$ cat src/rtl/apb_master_req_if.sv
// Command, response and APB3 bus signals of the APB requester, with the
// requester-side (master) and environment-side (slave) views.
interface apb_master_req_if #(
  parameter int ADDR_WIDTH = 32,
  parameter int DATA_WIDTH = 32
);
  logic                  cmd_valid;
  logic                  cmd_ready;
  logic                  cmd_write;
  logic [ADDR_WIDTH-1:0] cmd_addr;
  logic [DATA_WIDTH-1:0] cmd_wdata;
  logic                  rsp_valid;
  logic [DATA_WIDTH-1:0] rsp_rdata;
  logic                  rsp_err;
  logic                  rsp_timeout;
  logic                  psel;
  logic                  penable;
  logic                  pwrite;
  logic [ADDR_WIDTH-1:0] paddr;
  logic [DATA_WIDTH-1:0] pwdata;
  logic [DATA_WIDTH-1:0] prdata;
  logic                  pready;
  logic                  pslverr;

  modport master (
    input  cmd_valid, cmd_write, cmd_addr, cmd_wdata, prdata, pready, pslverr,
    output cmd_ready, rsp_valid, rsp_rdata, rsp_err, rsp_timeout,
           psel, penable, pwrite, paddr, pwdata
  );

  modport slave (
    output cmd_valid, cmd_write, cmd_addr, cmd_wdata, prdata, pready, pslverr,
    input  cmd_ready, rsp_valid, rsp_rdata, rsp_err, rsp_timeout,
           psel, penable, pwrite, paddr, pwdata
  );
endinterface

$ cat src/rtl/apb_master_req.sv
// APB3 requester: turns valid/ready commands into single APB transfers and
// reports read data and status on a one-cycle response strobe.
module apb_master_req #(
  parameter int ADDR_WIDTH     = 32,
  parameter int DATA_WIDTH     = 32,
  parameter int TIMEOUT_CYCLES = 16,
  parameter int CNT_WIDTH      = 8
) (
  input  logic            pclk,
  input  logic            rst,
  apb_master_req_if.master bus
);

  localparam logic [1:0] IDLE   = 2'd0;
  localparam logic [1:0] SETUP  = 2'd1;
  localparam logic [1:0] ACCESS = 2'd2;

  localparam bit                   TO_EN   = (TIMEOUT_CYCLES != 0);
  // Unused (all ones) when the timeout is disabled; TO_EN gates the compare.
  localparam logic [CNT_WIDTH-1:0] TO_LAST = CNT_WIDTH'(TIMEOUT_CYCLES - 1);

  logic [1:0]           state_r;
  logic [CNT_WIDTH-1:0] cnt_r;
  logic                 timeout_hit_s;

  // Command handshake and timeout detection
  always_comb begin
    bus.cmd_ready = (state_r == IDLE) && !rst;
    timeout_hit_s = TO_EN && (cnt_r == TO_LAST);
  end

  // Transfer sequencing, bus drive and response capture
  always_ff @(posedge pclk) begin
    if (rst) begin
      state_r         <= IDLE;
      cnt_r           <= {CNT_WIDTH{1'b0}};
      bus.psel        <= 1'b0;
      bus.penable     <= 1'b0;
      bus.pwrite      <= 1'b0;
      bus.paddr       <= {ADDR_WIDTH{1'b0}};
      bus.pwdata      <= {DATA_WIDTH{1'b0}};
      bus.rsp_valid   <= 1'b0;
      bus.rsp_rdata   <= {DATA_WIDTH{1'b0}};
      bus.rsp_err     <= 1'b0;
      bus.rsp_timeout <= 1'b0;
    end else begin
      bus.rsp_valid <= 1'b0;
      case (state_r)
        IDLE: begin
          if (bus.cmd_valid) begin
            bus.paddr  <= bus.cmd_addr;
            bus.pwrite <= bus.cmd_write;
            bus.pwdata <= bus.cmd_write ? bus.cmd_wdata : {DATA_WIDTH{1'b0}};
            bus.psel   <= 1'b1;
            state_r    <= SETUP;
          end else begin
            state_r    <= IDLE;
          end
        end
        SETUP: begin
          bus.penable <= 1'b1;
          cnt_r       <= {CNT_WIDTH{1'b0}};
          state_r     <= ACCESS;
        end
        ACCESS: begin
          // pready takes priority over a timeout in the same cycle
          if (bus.pready) begin
            bus.psel        <= 1'b0;
            bus.penable     <= 1'b0;
            bus.rsp_valid   <= 1'b1;
            bus.rsp_err     <= bus.pslverr;
            bus.rsp_timeout <= 1'b0;
            bus.rsp_rdata   <= (!bus.pwrite && !bus.pslverr) ? bus.prdata
                                                            : {DATA_WIDTH{1'b0}};
            state_r         <= IDLE;
          end else if (timeout_hit_s) begin
            bus.psel        <= 1'b0;
            bus.penable     <= 1'b0;
            bus.rsp_valid   <= 1'b1;
            bus.rsp_err     <= 1'b1;
            bus.rsp_timeout <= 1'b1;
            bus.rsp_rdata   <= {DATA_WIDTH{1'b0}};
            state_r         <= IDLE;
          end else begin
            cnt_r   <= cnt_r + {{(CNT_WIDTH-1){1'b0}}, 1'b1};
            state_r <= ACCESS;
          end
        end
        default: begin
          bus.psel    <= 1'b0;
          bus.penable <= 1'b0;
          state_r     <= IDLE;
        end
      endcase
    end
  end

endmodule

$ cat src/flat_wrapper.sv
// flat-port wrapper written by rule: the top's interface ports become plain ports
module apb_master_req_flat 
#(
  parameter int ADDR_WIDTH     = 32,
  parameter int DATA_WIDTH     = 32,
  parameter int TIMEOUT_CYCLES = 16,
  parameter int CNT_WIDTH      = 8
)
  (pclk, rst, bus_cmd_valid, bus_cmd_write, bus_cmd_addr, bus_cmd_wdata, bus_prdata, bus_pready, bus_pslverr, bus_cmd_ready, bus_rsp_valid, bus_rsp_rdata, bus_rsp_err, bus_rsp_timeout, bus_psel, bus_penable, bus_pwrite, bus_paddr, bus_pwdata);
  apb_master_req_if #(.ADDR_WIDTH(ADDR_WIDTH), .DATA_WIDTH(DATA_WIDTH)) bus_i ();
  input  logic pclk;
  input  logic rst;
  input wire logic [$bits(bus_i.cmd_valid)-1:0] bus_cmd_valid;
  input wire logic [$bits(bus_i.cmd_write)-1:0] bus_cmd_write;
  input wire logic [$bits(bus_i.cmd_addr)-1:0] bus_cmd_addr;
  input wire logic [$bits(bus_i.cmd_wdata)-1:0] bus_cmd_wdata;
  input wire logic [$bits(bus_i.prdata)-1:0] bus_prdata;
  input wire logic [$bits(bus_i.pready)-1:0] bus_pready;
  input wire logic [$bits(bus_i.pslverr)-1:0] bus_pslverr;
  output wire logic [$bits(bus_i.cmd_ready)-1:0] bus_cmd_ready;
  output wire logic [$bits(bus_i.rsp_valid)-1:0] bus_rsp_valid;
  output wire logic [$bits(bus_i.rsp_rdata)-1:0] bus_rsp_rdata;
  output wire logic [$bits(bus_i.rsp_err)-1:0] bus_rsp_err;
  output wire logic [$bits(bus_i.rsp_timeout)-1:0] bus_rsp_timeout;
  output wire logic [$bits(bus_i.psel)-1:0] bus_psel;
  output wire logic [$bits(bus_i.penable)-1:0] bus_penable;
  output wire logic [$bits(bus_i.pwrite)-1:0] bus_pwrite;
  output wire logic [$bits(bus_i.paddr)-1:0] bus_paddr;
  output wire logic [$bits(bus_i.pwdata)-1:0] bus_pwdata;
  assign bus_i.cmd_valid = bus_cmd_valid;
  assign bus_i.cmd_write = bus_cmd_write;
  assign bus_i.cmd_addr = bus_cmd_addr;
  assign bus_i.cmd_wdata = bus_cmd_wdata;
  assign bus_i.prdata = bus_prdata;
  assign bus_i.pready = bus_pready;
  assign bus_i.pslverr = bus_pslverr;
  assign bus_cmd_ready = bus_i.cmd_ready;
  assign bus_rsp_valid = bus_i.rsp_valid;
  assign bus_rsp_rdata = bus_i.rsp_rdata;
  assign bus_rsp_err = bus_i.rsp_err;
  assign bus_rsp_timeout = bus_i.rsp_timeout;
  assign bus_psel = bus_i.psel;
  assign bus_penable = bus_i.penable;
  assign bus_pwrite = bus_i.pwrite;
  assign bus_paddr = bus_i.paddr;
  assign bus_pwdata = bus_i.pwdata;
  apb_master_req #(.ADDR_WIDTH(ADDR_WIDTH), .DATA_WIDTH(DATA_WIDTH), .TIMEOUT_CYCLES(TIMEOUT_CYCLES), .CNT_WIDTH(CNT_WIDTH)) u_core (.pclk(pclk), .rst(rst), .bus(bus_i));
endmodule
$ cat config.mk
export PLATFORM = sky130hd
export DESIGN_NAME = apb_master_req_flat
export DESIGN_NICKNAME = d
export VERILOG_FILES = /design/src/rtl/apb_master_req_if.sv /design/src/rtl/apb_master_req.sv /design/src/flat_wrapper.sv
export SDC_FILE = /design/constraint.sdc
export NUM_CORES = 1
export LEC_CHECK = 0
export CAP_MARGIN = 20
export CORE_MARGIN = 2
export CORE_UTILIZATION = 44
export CTS_BUF_LIST = sky130_fd_sc_hd__clkbuf_4 sky130_fd_sc_hd__clkbuf_8
export DETAILED_ROUTE_END_ITERATION = 10
export PLACE_DENSITY = 0.88
export SKIP_LAST_GASP = 1
export SLEW_MARGIN = 15
export SYNTH_ARGS = -nofsm -noshare
export SYNTH_HDL_FRONTEND = slang
export SYNTH_SLANG_ARGS = --single-unit
export TNS_END_PERCENT = 50
$ cat constraint.sdc
create_clock -name pclk -period 3.3 [get_ports pclk]
set_input_delay 0.66 -clock pclk [delete_from_list [all_inputs] [get_ports pclk]]
set_output_delay 0.66 -clock pclk [all_outputs]
set_load 0.02 [all_outputs]
-- Yosys cells after proc, flatten, opt, wreduce, memory -nomap -nowiden
Index checks and enable logic that the tools add are counted.
- multiplexer cells: 21
- equality and inequality tests: 7
- $add $sub $neg: 1
- reductions and logical operators: 14
- bitwise logic cells: 3
- operators with widths (cell ; number):
    32-bit 2-to-1 mux ; 4
    8-bit 2-to-1 mux ; 2
    8-bit one-hot mux with 2 select lines ; 1
    1-bit 2-to-1 mux ; 9
    8-bit by 1-bit adder with 8-bit output, second input constant ; 1
    8-bit by 4-bit equality test with 1-bit output, second input constant ; 1
    2-bit != test, second input constant ; 3
    1-bit one-hot mux with 3 select lines ; 2
    2-bit one-hot mux with 3 select lines ; 1
    2-bit AND reduction ; 3
    3-bit AND reduction ; 2
    2-bit 2-to-1 mux ; 2
    2-bit nonzero test ; 2
    1-bit logical NOT ; 3
    3-bit by 2-bit != test with 1-bit output, second input constant ; 1
    1-bit NOT ; 3
    2-bit by 1-bit equality test with 1-bit output, second input constant ; 1
    2-bit equality test, second input constant ; 1
    1-bit logical AND ; 2
    2-bit logical NOT ; 1
    2-bit OR reduction ; 1
- input port bits: 102
- flip-flop bits (word level): 112

-- Depth between registers and ports, before layout
Gate-level depths: netlist of the first run.
- word-level depth: 4
- mapped depth: 6

-- Worst setup path before layout of the first run
Ideal clock, no wire load.
- path kind: input to output
- start point: input rst
- end point: output bus_cmd_ready
- arrival time: 1.323 ns
- required time: 2.640 ns
- setup slack: 1.317 ns
- stages on the path: 2
- path through: clkbuf_1 nor3_1
- cells in the longest elaborated chain, start to end: 2
- ends and longest elaborated chain (item ; RTL line ; RTL):
    start: declaration ; flat_wrapper.sv:12 ; input logic rst;
    1-bit logical NOT ; apb_master_req.sv:28 ; bus.cmd_ready = (state_r == IDLE) && !rst;
    1-bit logical AND ; apb_master_req.sv:28 ;
    end: declaration ; flat_wrapper.sv:20 ; output wire logic [$bits(bus_i.cmd_ready)-1:0] bus_cmd_ready;
No other way between the ends.

-- Worst setup path in the final report of the first run
- start point: register u_core.state_r[1]
- end point: output bus_cmd_ready
- cells in the longest elaborated chain, start to end: 2
- ends and longest elaborated chain (item ; RTL line ; RTL):
    start: declaration ; apb_master_req.sv:22 ; logic [1:0] state_r;
    start signal: assignment ; apb_master_req.sv:35 ; state_r <= IDLE;
    start signal: assignment ; apb_master_req.sv:55 ; state_r <= SETUP;
    start signal: assignment ; apb_master_req.sv:57 ; state_r <= IDLE;
    2-bit logical NOT ; apb_master_req.sv:28 ;
    1-bit logical AND ; apb_master_req.sv:28 ;
No other way between the ends.

==> flow_metrics.py, run 1 <==
metrics = {
    "global_routing": {
        "globalRouteTotalUtil": 0.2362,
        "grt_pass1_vias": 3851,
        "antenna_found_initial": 0,
        "grt_pass1_wl_mm": 18.69,
        "grt_overflow": 0,
        "grt_max_degree": 83,
    },
    "sta": {
        "rsz0062_at_grt": "false",
        "period_needed_ns": 2.314,
        "fin_tns_setup_ns": 0,
        "relSlewSlack": 0.4200,
        "layout_worst_path_cycle_share": 0.7012,
        "worst_slew_pin_slew_ns": 0.8700,
        "hold_violations": 0,
        "slew_viol_final": 0,
        "max_clock_freq_mhz": 432.1,
        "setup_viol": 0,
        "skew_ns": 0.007063,
    },
    "detailed_routing": {
        "ant_nets": 0,
        "drc": 0,
        "vias": 3920,
        "first_pass_iters": 6,
        "wl_per_cell_um": 15.78,
        "avgViaCountPerCell": 5.312,
        "routed_wl_mm": 11.64,
        "first_iter_violations": 100,
    },
    "floorplan": {
        "fp.dieW_um": 98.48,
        "start_util": 0.4526,
        "row_count": 34,
        "boundaryPins": 205,
        "die_y_um": 98.48,
        "design.die.area_um2": 9698,
        "fp.coreArea_um2": 8678,
    },
    "yosys": {
        "yosys.area.top_type": "dfxtp_1",
        "synth_cell_type_count": 33,
        "synthCells": 441,
        "yosysSeqAreaShare": 0.5709,
        "yosysWarnings": 0,
        "synth.area.top_cells": "dfxtp_1 57%, nand2_1 9.9%, a21oi_1 9.4%",
        "synth.cell_area_um2": 3928,
        "ys_seq_elements": 112,
        "yosysTopAreaCellShare": 0.5709,
        "synth_fp_nets": 544,
        "postSynthAreaPerCell_um2": 8.906,
    },
    "cts": {
        "cts_hold_buf": 0,
        "cts-htree-levels": 3,
        "insertion_delay_ns": 0.36,
        "cts_tree": "yes",
        "cts_root_buf": "clkbuf_8",
        "cts_buffer_depth": 2,
        "cts_resized": 0,
        "cts_buffers": 9,
        "postCtsSetupBuffers": 0,
        "path_clk_slew_ns": 0.09,
        "clock-sinks": 112,
    },
    "pwr": {
        "leakagePower_nw": 2.269,
        "pwr_density_cell_nw_per_um2": 456.2,
        "vdd_drop_max_mv": 0.3467,
    },
    "placed_design": {
        "gp_congestion": 0.8301,
        "hpwl_mm": 8.423,
        "io_buffers": 204,
    },
    "setup_path": {
        "reg2reg_depth": 5,
        "r2r-end": "u_core.bus.rsp_rdata[9]",
        "end_kind": "output pin",
        "arrival_ns": 1.65,
        "cp_max_fo": 7,
        "r2r-start": "u_core.state_r[1]",
        "worstSetupStartpointType": "register",
        "ff2ff_setup_slack_ns": 1.35,
        "critical_path_class": "register to output pin",
        "crit_required_ns": 2.64,
    },
    "cells_and_area": {
        "drive_gt1_frac": 0.04286,
        "layout-area-overhead-vs-synth_pct": 59.86,
        "design.final.nets": 731,
        "fin_util": 0.7235,
        "antennaDiodeCount": 0,
    },
    "job": {
        "drv_cap": 0,
    },
    "worst_hold_path": {
        "hold_path_depth": 2,
        "hold_end": "u_core.bus.pwdata[19]",
        "min_path_type": "register to register",
        "worstHoldStart": "u_core.bus.pwdata[19]",
    },
    "outcome": {
        "status": "completed",
    },
}
## layer usage
layer | share of wire | global-route usage
met4 | 0.014 | 0.06112
met1 | 0.39 | 0.2721
met5 | 0 | 0
met3 | 0.10 | 0.09504
met2 | 0.49 | 0.4097
## worst max-delay path: stages, from the launching register on
cell and delay, ns:
dfxtp_1 0.39, nor3_1 0.25, clkdlybuf4s50_1 0.67
## layout by cell type, fill, tap and decap left out, drive strengths merged, types with 2 or more instances in the layout
| cell type | n |
|---|---|
| nor2 | 7 |
| nand2 | 104 |
| a21oi | 74 |
| dfxtp | 112 |
| clkbuf | 9 |
| nor2b | 3 |
| o31ai | 2 |
| nor3 | 3 |
| buf | 8 |
| o21ai | 2 |
| a21o | 2 |
| and2 | 2 |
| nand3 | 40 |
| a211oi | 3 |
| bufinv | 4 |
| nand4b | 4 |
| a31oi | 2 |
| a22o | 32 |
| clkdlybuf4s50 | 203 |
## registers in the layout, summed over array words and instances, names as in the netlist
register                cells
u_core.bus.rsp_timeout      1
u_core.bus.penable          1
u_core.state_r              2
u_core.bus.rsp_rdata       32
u_core.bus.rsp_valid        1
u_core.bus.pwdata          32
u_core.cnt_r                8
u_core.bus.pwrite           1
u_core.bus.psel             1
u_core.bus.paddr           32
u_core.bus.rsp_err          1
## logic make-up (layout without fill, tap and decap cells)
family / after synthesis / after routing / synth area share
AND/OR/NAND/NOR: 173 / 173 / 0.1985
AO/OA/AOI/OAI: 117 / 117 / 0.1848
XOR/XNOR: 2 / 2 / 0.004461
buffers and inverters: 36 / 225 / 0.03823
flip-flops: 112 / 112 / 0.5709
adder cells (fa/ha/maj): 1 / 1 / 0.003185
## power breakdown
group | switching (mW) | internal [mW] | total [mW]
Clock | 0.412 | 0.569 | 0.980
Combinational | 0.218 | 0.234 | 0.452
Sequential | 0.0300 | 1.40 | 1.43
Total | 0.660 | 2.20 | 2.86
## worst max-delay path by stage
stage / start / to / slack, ns / depth (start not counted)
4_1_cts: u_core.state_r[0] / bus_cmd_ready / 0.98 / 2
3_5_place_dp: bus_pready / u_core.cnt_r[7] / 0.81 / 5
5_1_grt: u_core.state_r[0] / bus_cmd_ready / 0.93 / 2
6_report: u_core.state_r[1] / bus_cmd_ready / 0.99 / 2
3_3_place_gp: bus_pready / u_core.cnt_r[7] / 0.83 / 5
2_1_floorplan: rst / bus_cmd_ready / 1.32 / 2
## final cells by class
class	instances	area, um2
Fill cell	631	2400
Sequential cell	112	2242
Timing Repair Buffer	211	2102
Multi-Input combinational cell	293	1551
Tap cell	108	135.1
Clock buffer	9	123.9
Clock inverter	4	120.1
Inverter	1	3.754
## Yosys cell counts
| cell | instances |
|---|---|
| buf_6 | 1 |
| buf_2 | 6 |
| or4_1 | 1 |
| a211oi_1 | 3 |
| a21oi_1 | 74 |
| nor2b_1 | 3 |
| xor2_1 | 1 |
| nand3_1 | 40 |
| inv_1 | 1 |
| and3_1 | 1 |
| nor2_1 | 7 |
| and4_1 | 1 |
| nand4_1 | 1 |
| nand4b_1 | 4 |
| nand2b_1 | 1 |
| nor3_1 | 3 |
| a21o_1 | 2 |
| dfxtp_1 | 112 |
| xnor2_1 | 1 |
| or3b_4 | 1 |
| ha_1 | 1 |
| nand2_1 | 104 |
| and2_1 | 2 |
| and4b_1 | 1 |
| a31oi_1 | 2 |
| a22o_1 | 32 |
| clkbuf_1 | 22 |
| or2_2 | 1 |
| o31ai_1 | 2 |
| o21ai_0 | 2 |
| buf_1 | 6 |
| or3_1 | 1 |
| nor4_2 | 1 |
## metrics by stage
step | setup WS, ns | hold WS [ns] | instance area (um2) | power (mW) | cells
after floorplan | 1.317 | 0.4740 | 3928 | 1.651 | 441
after global placement | 0.8268 | 0.4376 | 6035 | 1.905 | 725
after detailed placement | 0.8112 | 0.4454 | 6035 | 1.916 | 725
after CTS | 0.9793 | 0.4582 | 6279 | 2.896 | 738
after global routing | 0.9295 | 0.4838 | 6279 | 2.968 | 738
final | 0.9860 | 0.4555 | 6279 | 2.865 | 738
Power figures use the tool's default switching activity.
==> inputs of run 2 (changes only) <==
--- a/config.mk
+++ b/config.mk
@@ -7,10 +7,10 @@
 export LEC_CHECK = 0
 export CAP_MARGIN = 20
 export CORE_MARGIN = 2
-export CORE_UTILIZATION = 44
+export CORE_UTILIZATION = 41
 export CTS_BUF_LIST = sky130_fd_sc_hd__clkbuf_4 sky130_fd_sc_hd__clkbuf_8
 export DETAILED_ROUTE_END_ITERATION = 10
-export PLACE_DENSITY = 0.88
+export PLACE_DENSITY = 0.83
 export SKIP_LAST_GASP = 1
 export SLEW_MARGIN = 15
 export SYNTH_ARGS = -nofsm -noshare
==> constraint.sdc (replaced) <==
create_clock -name pclk -period 2.4 [get_ports pclk]
set_input_delay 0.48 -clock pclk [delete_from_list [all_inputs] [get_ports pclk]]
set_output_delay 0.48 -clock pclk [all_outputs]
set_load 0.02 [all_outputs]
==> run 2 against run 1 <==
Effect of this change:
- via count grew 0.61%
- sequential cell count unchanged
- core utilization is 4.6 points lower
- sequential power up 38%
- global-route usage shrank 1.6 points
- hold slack gained 0.0051 ns
- non-clock buffer count increased by 5
- critical path type unchanged
- largest cell class unchanged
==> flow_metrics.py, run 2 (synthesized netlist as in run 1, its figures left out) <==
metrics = {
    "setup_path": {
        "worstSetupEndpoint": "bus_cmd_ready",
        "worstPathCellList": "nor3_1 -> clkdlybuf4s50_1",
        "worstSetupStartpointType": "register",
        "critical_path_class": "register to output pin",
        "cp_max_fo": 7,
        "critPathBufInv": 1,
        "cp_slowest_cell": "clkdlybuf4s50_1",
        "crit_family": "buffers and inverters",
        "arrival_ns": 1.69,
        "crit_required_ns": 1.92,
        "reg2reg_depth": 6,
        "r2r-end": "u_core.bus.rsp_rdata[11]",
        "worst-path-stages": 2,
        "end_kind": "output pin",
        "r2r-start": "u_core.cnt_r[0]",
        "ff2ff_setup_slack_ns": 0.53,
        "crit_path_max_incr_delay_ns": 0.70,
        "crit_start": "u_core.state_r[1]",
    },
    "floorplan": {
        "fp.dieW_um": 101.9,
        "fp.coreArea_um2": 9284,
        "design.die.area_um2": 10380,
        "row_count": 35,
        "die_y_um": 101.9,
        "boundaryPins": 205,
        "start_util": 0.4230,
    },
    "placed_design": {
        "gp_congestion": 0.7956,
        "pre_cts_ws_ns": 0.2442,
        "io_buffers": 204,
        "hpwl_mm": 8.476,
    },
    "cells_and_area": {
        "design.final.nets": 736,
        "layout_commonest_cell": "clkdlybuf4s50_1",
        "drive_gt1_frac": 0.05486,
        "final_cell_mix": "203 x clkdlybuf4s50_1, 112 x dfxtp_1, 103 x nand2_1",
        "reg_top3": "u_core.bus.paddr x32, u_core.bus.pwdata x32, u_core.bus.rsp_rdata x32",
        "antennaDiodeCount": 0,
        "layout-area-overhead-vs-synth_pct": 60.11,
    },
    "sta": {
        "rsz0062_at_grt": "false",
        "max_clock_freq_mhz": 459.8,
        "slew_viol_final": 0,
        "setup_slack_ns": 0.2251,
        "layout_worst_path_cycle_share": 0.9062,
        "relSlewSlack": 0.6460,
        "hold_violations": 0,
        "setup_viol": 0,
        "period_needed_ns": 2.175,
        "worst_slew_pin_slew_ns": 0.5311,
        "skew_ns": 0.01005,
        "fin_tns_setup_ns": 0,
    },
    "detailed_routing": {
        "routed_wl_mm": 11.79,
        "avgViaCountPerCell": 5.142,
        "first_iter_violations": 112,
        "drc": 0,
        "vias": 3944,
        "first_pass_iters": 5,
        "ant_nets": 0,
        "wl_per_cell_um": 15.38,
    },
    "cts": {
        "cts_root_buf": "clkbuf_8",
        "cts_buffer_depth": 2,
        "clock-sinks": 112,
        "path_clk_slew_ns": 0.10,
        "cts-htree-levels": 3,
        "cts_hold_buf": 0,
        "cts_buffers": 9,
        "postCtsSetupBuffers": 0,
        "insertion_delay_ns": 0.35,
        "cts_tree": "yes",
        "cts_resized": 0,
    },
    "job": {
        "drv_cap": 0,
    },
    "global_routing": {
        "globalRouteTotalUtil": 0.2201,
        "antenna_found_initial": 0,
        "grt_overflow": 0,
        "grt_pass1_wl_mm": 18.31,
        "grt_max_degree": 52,
        "grt_pass1_vias": 3867,
    },
    "pwr": {
        "leakagePower_nw": 2.268,
        "pwr-share-clk": 0.290,
        "intPower_mw": 2.697,
        "pwr_density_cell_nw_per_um2": 582.0,
        "report.power.total_mw": 3.660,
        "p_switching_mw": 0.9631,
        "vdd_drop_max_mv": 0.4952,
        "seqPwrFrac": 0.538,
        "p_comb_frac": 0.172,
        "p_sw_frac": 0.2631,
    },
    "worst_hold_path": {
        "min_path_type": "register to register",
    },
    "outcome": {
        "status": "completed",
    },
}
[run 2: worst reg2reg max path, cell delays in order (launching register included)]
cell and delay (ns):
dfxtp_1 0.42, ha_1 0.28, and4b_1 0.31, a21o_1 0.22
a21oi_2 0.07, buf_4 0.25, a22o_1 0.23
[run 2: power by group through the flow]
stage	clock network [mW]	registers [mW]	logic (mW)
after floorplan	0	2.09	0.180
final	1.06	1.97	0.628
after detailed placement	0	2.01	0.628
after global routing	1.17	1.98	0.674
after CTS	1.10	1.97	0.631
after global placement	0	2.01	0.615
[run 2: per-layer routing]
metal  wire (um)  GRT usage  share of wire
met3        1139    0.07250          0.097
met1        4583     0.2592           0.39
met4         321    0.07179          0.027
met5           0          0              0
met2        5749     0.3796           0.49
[run 2: final cells by class]
type                    instances  area, um2
clock buffers                  11      151.4
clock inverters                 5      38.79
fillers                       752       2995
inverters                       1      3.754
multi-input cells             293       1551
flip-flops and latches        112       2242
well taps                     129      161.4
repair buffers                216       2140
[run 2: metrics by stage]
step / hold slack, ns / instances / utilization / cell area [um2]
6_report: 0.4606 / 767 / 0.6774 / 6289
5_1_grt: 0.4527 / 767 / 0.6774 / 6289
3_5_place_dp: 0.4469 / 751 / 0.6569 / 6098
2_1_floorplan: 0.4740 / 441 / - / 3928
3_3_place_gp: 0.4375 / 751 / 0.6569 / 6098
4_1_cts: 0.4501 / 767 / 0.6774 / 6289
[run 2: how the worst min path moves through the flow]
| stage | start | end | slack [ns] | cells after the start |
|---|---|---|---|---|
| 2_1_floorplan | u_core.cnt_r[1] | u_core.cnt_r[1] | 0.47 | 2 |
| 3_3_place_gp | u_core.bus.pwdata[28] | u_core.bus.pwdata[28] | 0.44 | 2 |
| 3_5_place_dp | u_core.bus.pwdata[28] | u_core.bus.pwdata[28] | 0.45 | 2 |
| 4_1_cts | rst | u_core.state_r[0] | 0.45 | 3 |
| 5_1_grt | rst | u_core.state_r[0] | 0.45 | 3 |
| 6_report | u_core.bus.pwdata[6] | u_core.bus.pwdata[6] | 0.46 | 2 |
==> edit, RTL diff (flow settings as in run 2) <==
`TIMEOUT_CYCLES` is set to 16 in 2 places; all go to 15.
--- a/src/rtl/apb_master_req.sv
+++ b/src/rtl/apb_master_req.sv
@@ -5,3 +5,3 @@
   parameter int DATA_WIDTH     = 32,
-  parameter int TIMEOUT_CYCLES = 16,
+  parameter int TIMEOUT_CYCLES = 15,
   parameter int CNT_WIDTH      = 8
--- a/src/flat_wrapper.sv
+++ b/src/flat_wrapper.sv
@@ -5,3 +5,3 @@
   parameter int DATA_WIDTH     = 32,
-  parameter int TIMEOUT_CYCLES = 16,
+  parameter int TIMEOUT_CYCLES = 15,
   parameter int CNT_WIDTH      = 8
Behaviour: no difference found for any inputs over 10 cycles, from zero or initial values and one cycle with rst high; that may be too few to reach the edited logic, so the function may still have changed.
==> edit against run 2 <==
Final area increased by 0.70%. Total power decreased by 1.5%. Wire length decreased by 0.81%. Sequential cell count unchanged. Core utilization decreased by 2.3 points. Area after synthesis increased by 3.4%. Global-route usage decreased by 0.51 points. Worst setup slack got worse by 47 ps. Critical path type unchanged.
==> edit: results (changes against run 2) <==
----------------------------------------------------
[Synth]
  Post-Synthesis Cells ... 444 (was 441)
  Synthesized-area fraction occupied by xor and xnor cells ... 0.431% (was 0.446%)
  Compound-gate portion of the synthesized area ... 19.2% (was 18.5%)
  Post-synth cell types ... 41 (was 33)
  Synth Net Count ... 548 (was 544)
  Synth top area cells ... sky130_fd_sc_hd__dfxtp_1, sky130_fd_sc_hd__nand2_1, sky130_fd_sc_hd__a21oi_1 (unchanged)
  Fraction of the mapped netlist area in adder cells ... 0.616% (was 0.319%)
  Top post-synthesis cells by count ... sky130_fd_sc_hd__dfxtp_1, sky130_fd_sc_hd__nand2_1, sky130_fd_sc_hd__a21oi_1 (unchanged)
  Proportion of synthesized chip area in sequential cells ... 55.2% (was 57.1%)

[Finish]
  Nets ... 740 (was 736)
  Filler instances ... 770 (was 752)
  Finished Layout Cells ... 771 (was 767)
  Share of layout cells above drive strength 1 ... 5.96% (was 5.49%)

[Global route]
  Total routing resource utilization after global routing ... 21.5% (was 22.0%)
  Largest net degree at the start of global routing ... 51 (was 52)
  Number of global-route vias before repair ... 3831 (was 3867)
  First-pass GRT wire length ... 18800 um (was 18300 um)

[Routing]
  Initial DRT Pass Iterations ... 4 (was 5)
  Average detailed-routed wire length per instance ... 15.2 um (was 15.4 um)
  Number of vias per cell ... 5.09 (was 5.14)
  DRC violation total after the first TritonRoute iteration ... 209 (was 112)

[Place]
  Detailed placer's ending HPWL ... 8460 um (was 8480 um)
  Dpl cells ... 758 (was 751)
  Post-place instance area ... 0.00617 mm2 (was 0.00610 mm2)
  Routability congestion estimate from global placement ... 0.876 (was 0.796)
  Dpl ws ... 383 ps (was 244 ps)

[Setup path]
  Arrival time reported for the critical path endpoint ... 1740 ps (was 1690 ps)
  Maximum fanout along the worst path ... 11 (was 7)

[Power]
  Worst vdd rail ir drop ... 0.399 mV (was 0.495 mV)
  Standby leakage power ... 2.32 nW (was 2.27 nW)
  P_int ... 2.68 mW (was 2.70 mW)

[STA]
  Clock Skews ... 11.8 ps (was 10.0 ps)
  Rel. slew slack ... 63.6% (was 64.6%)

[CTS]
  H-tree Lvls ... 3 (unchanged)
  Clock latency on the worst-skew pair ... 370 ps (was 350 ps)
  Clock root buffer ... sky130_fd_sc_hd__clkbuf_8 (unchanged)

[Run status]
  Result of the run ... completed (unchanged)

----------------------------------------------------
## edit: cell count changes after synthesis, moves of 2 or more
| cell | delta |
|---|---|
| sky130_fd_sc_hd__clkbuf_1 | -7 |
| sky130_fd_sc_hd__nand2_1 | +6 |
| sky130_fd_sc_hd__nand3_1 | -6 |
| sky130_fd_sc_hd__buf_1 | -5 |
| sky130_fd_sc_hd__buf_2 | +5 |
| sky130_fd_sc_hd__buf_6 | +5 |
| sky130_fd_sc_hd__inv_1 | +4 |
| sky130_fd_sc_hd__a21oi_1 | -3 |
| sky130_fd_sc_hd__nand4b_1 | -3 |
| sky130_fd_sc_hd__nor2b_1 | -3 |
| sky130_fd_sc_hd__a21o_1 | -2 |
| sky130_fd_sc_hd__nor2_1 | +2 |
## edit: cells by family (layout without fill, tap and decap cells)
logic type	after synthesis	after routing
AO/OA/AOI/OAI	119	119
XOR/XNOR	2	2
AND/OR/NAND/NOR	170	170
buffers and inverters	39	233
adder cells (fa/ha/maj)	2	2
flip-flops	112	112
## edit: routing by layer
metal  track usage (%)  wire length [um]  vias to the layer above
met1              24.9              4820                     1848
met2              36.7              5840                      156
met3              8.06               830                       18
met4              7.24               206                        0
li1                  -                 -                     1902
met5                 0                 0                        -
## edit: worst max-delay path: stages, from the launching register on
cell                              delay [ps]
sky130_fd_sc_hd__dfxtp_1                 460
sky130_fd_sc_hd__nor3_1                  260
sky130_fd_sc_hd__clkdlybuf4s50_1         650
## edit: power by group through the flow
stage / clock network, mW / registers, mW / logic (mW)
3_3_place_gp: 0 / 2.01 / 0.617
4_1_cts: 1.04 / 1.97 / 0.634
3_5_place_dp: 0 / 2.01 / 0.632
2_1_floorplan: 0 / 2.09 / 0.198
5_1_grt: 1.10 / 1.98 / 0.675
6_report: 1.01 / 1.97 / 0.630
## edit: worst paths after layout
path / from / endpoint / slack (ps) / cells past startpoint
worst max-delay path: u_core.state_r[0] / bus_cmd_ready / 180 / 2
worst min-delay path: u_core.bus.rsp_err / u_core.bus.rsp_err / 450 / 2
worst max register to register: u_core.state_r[0] / u_core.bus.paddr[10] / 640 / 5
worst min register to register: u_core.bus.rsp_err / u_core.bus.rsp_err / 450 / 2
## edit: final cells by class
| type | instances | area (um2) | area share (%) |
|---|---|---|---|
| well taps | 133 | 166 | 2.63 |
| multi-input cells | 293 | 1610 | 25.4 |
| clock buffers | 12 | 159 | 2.51 |
| inverters | 5 | 18.8 | 0.296 |
| clock inverters | 1 | 5.00 | 0.0790 |
| flip-flops and latches | 112 | 2240 | 35.4 |
| repair buffers | 215 | 2130 | 33.7 |
## edit: per-stage QoR
stage	utilization, %	power, mW
4_1_cts	65.4	3.64
3_5_place_dp	63.7	2.65
5_1_grt	65.4	3.76
3_3_place_gp	63.7	2.63
6_report	65.4	3.61
2_1_floorplan	-	2.29
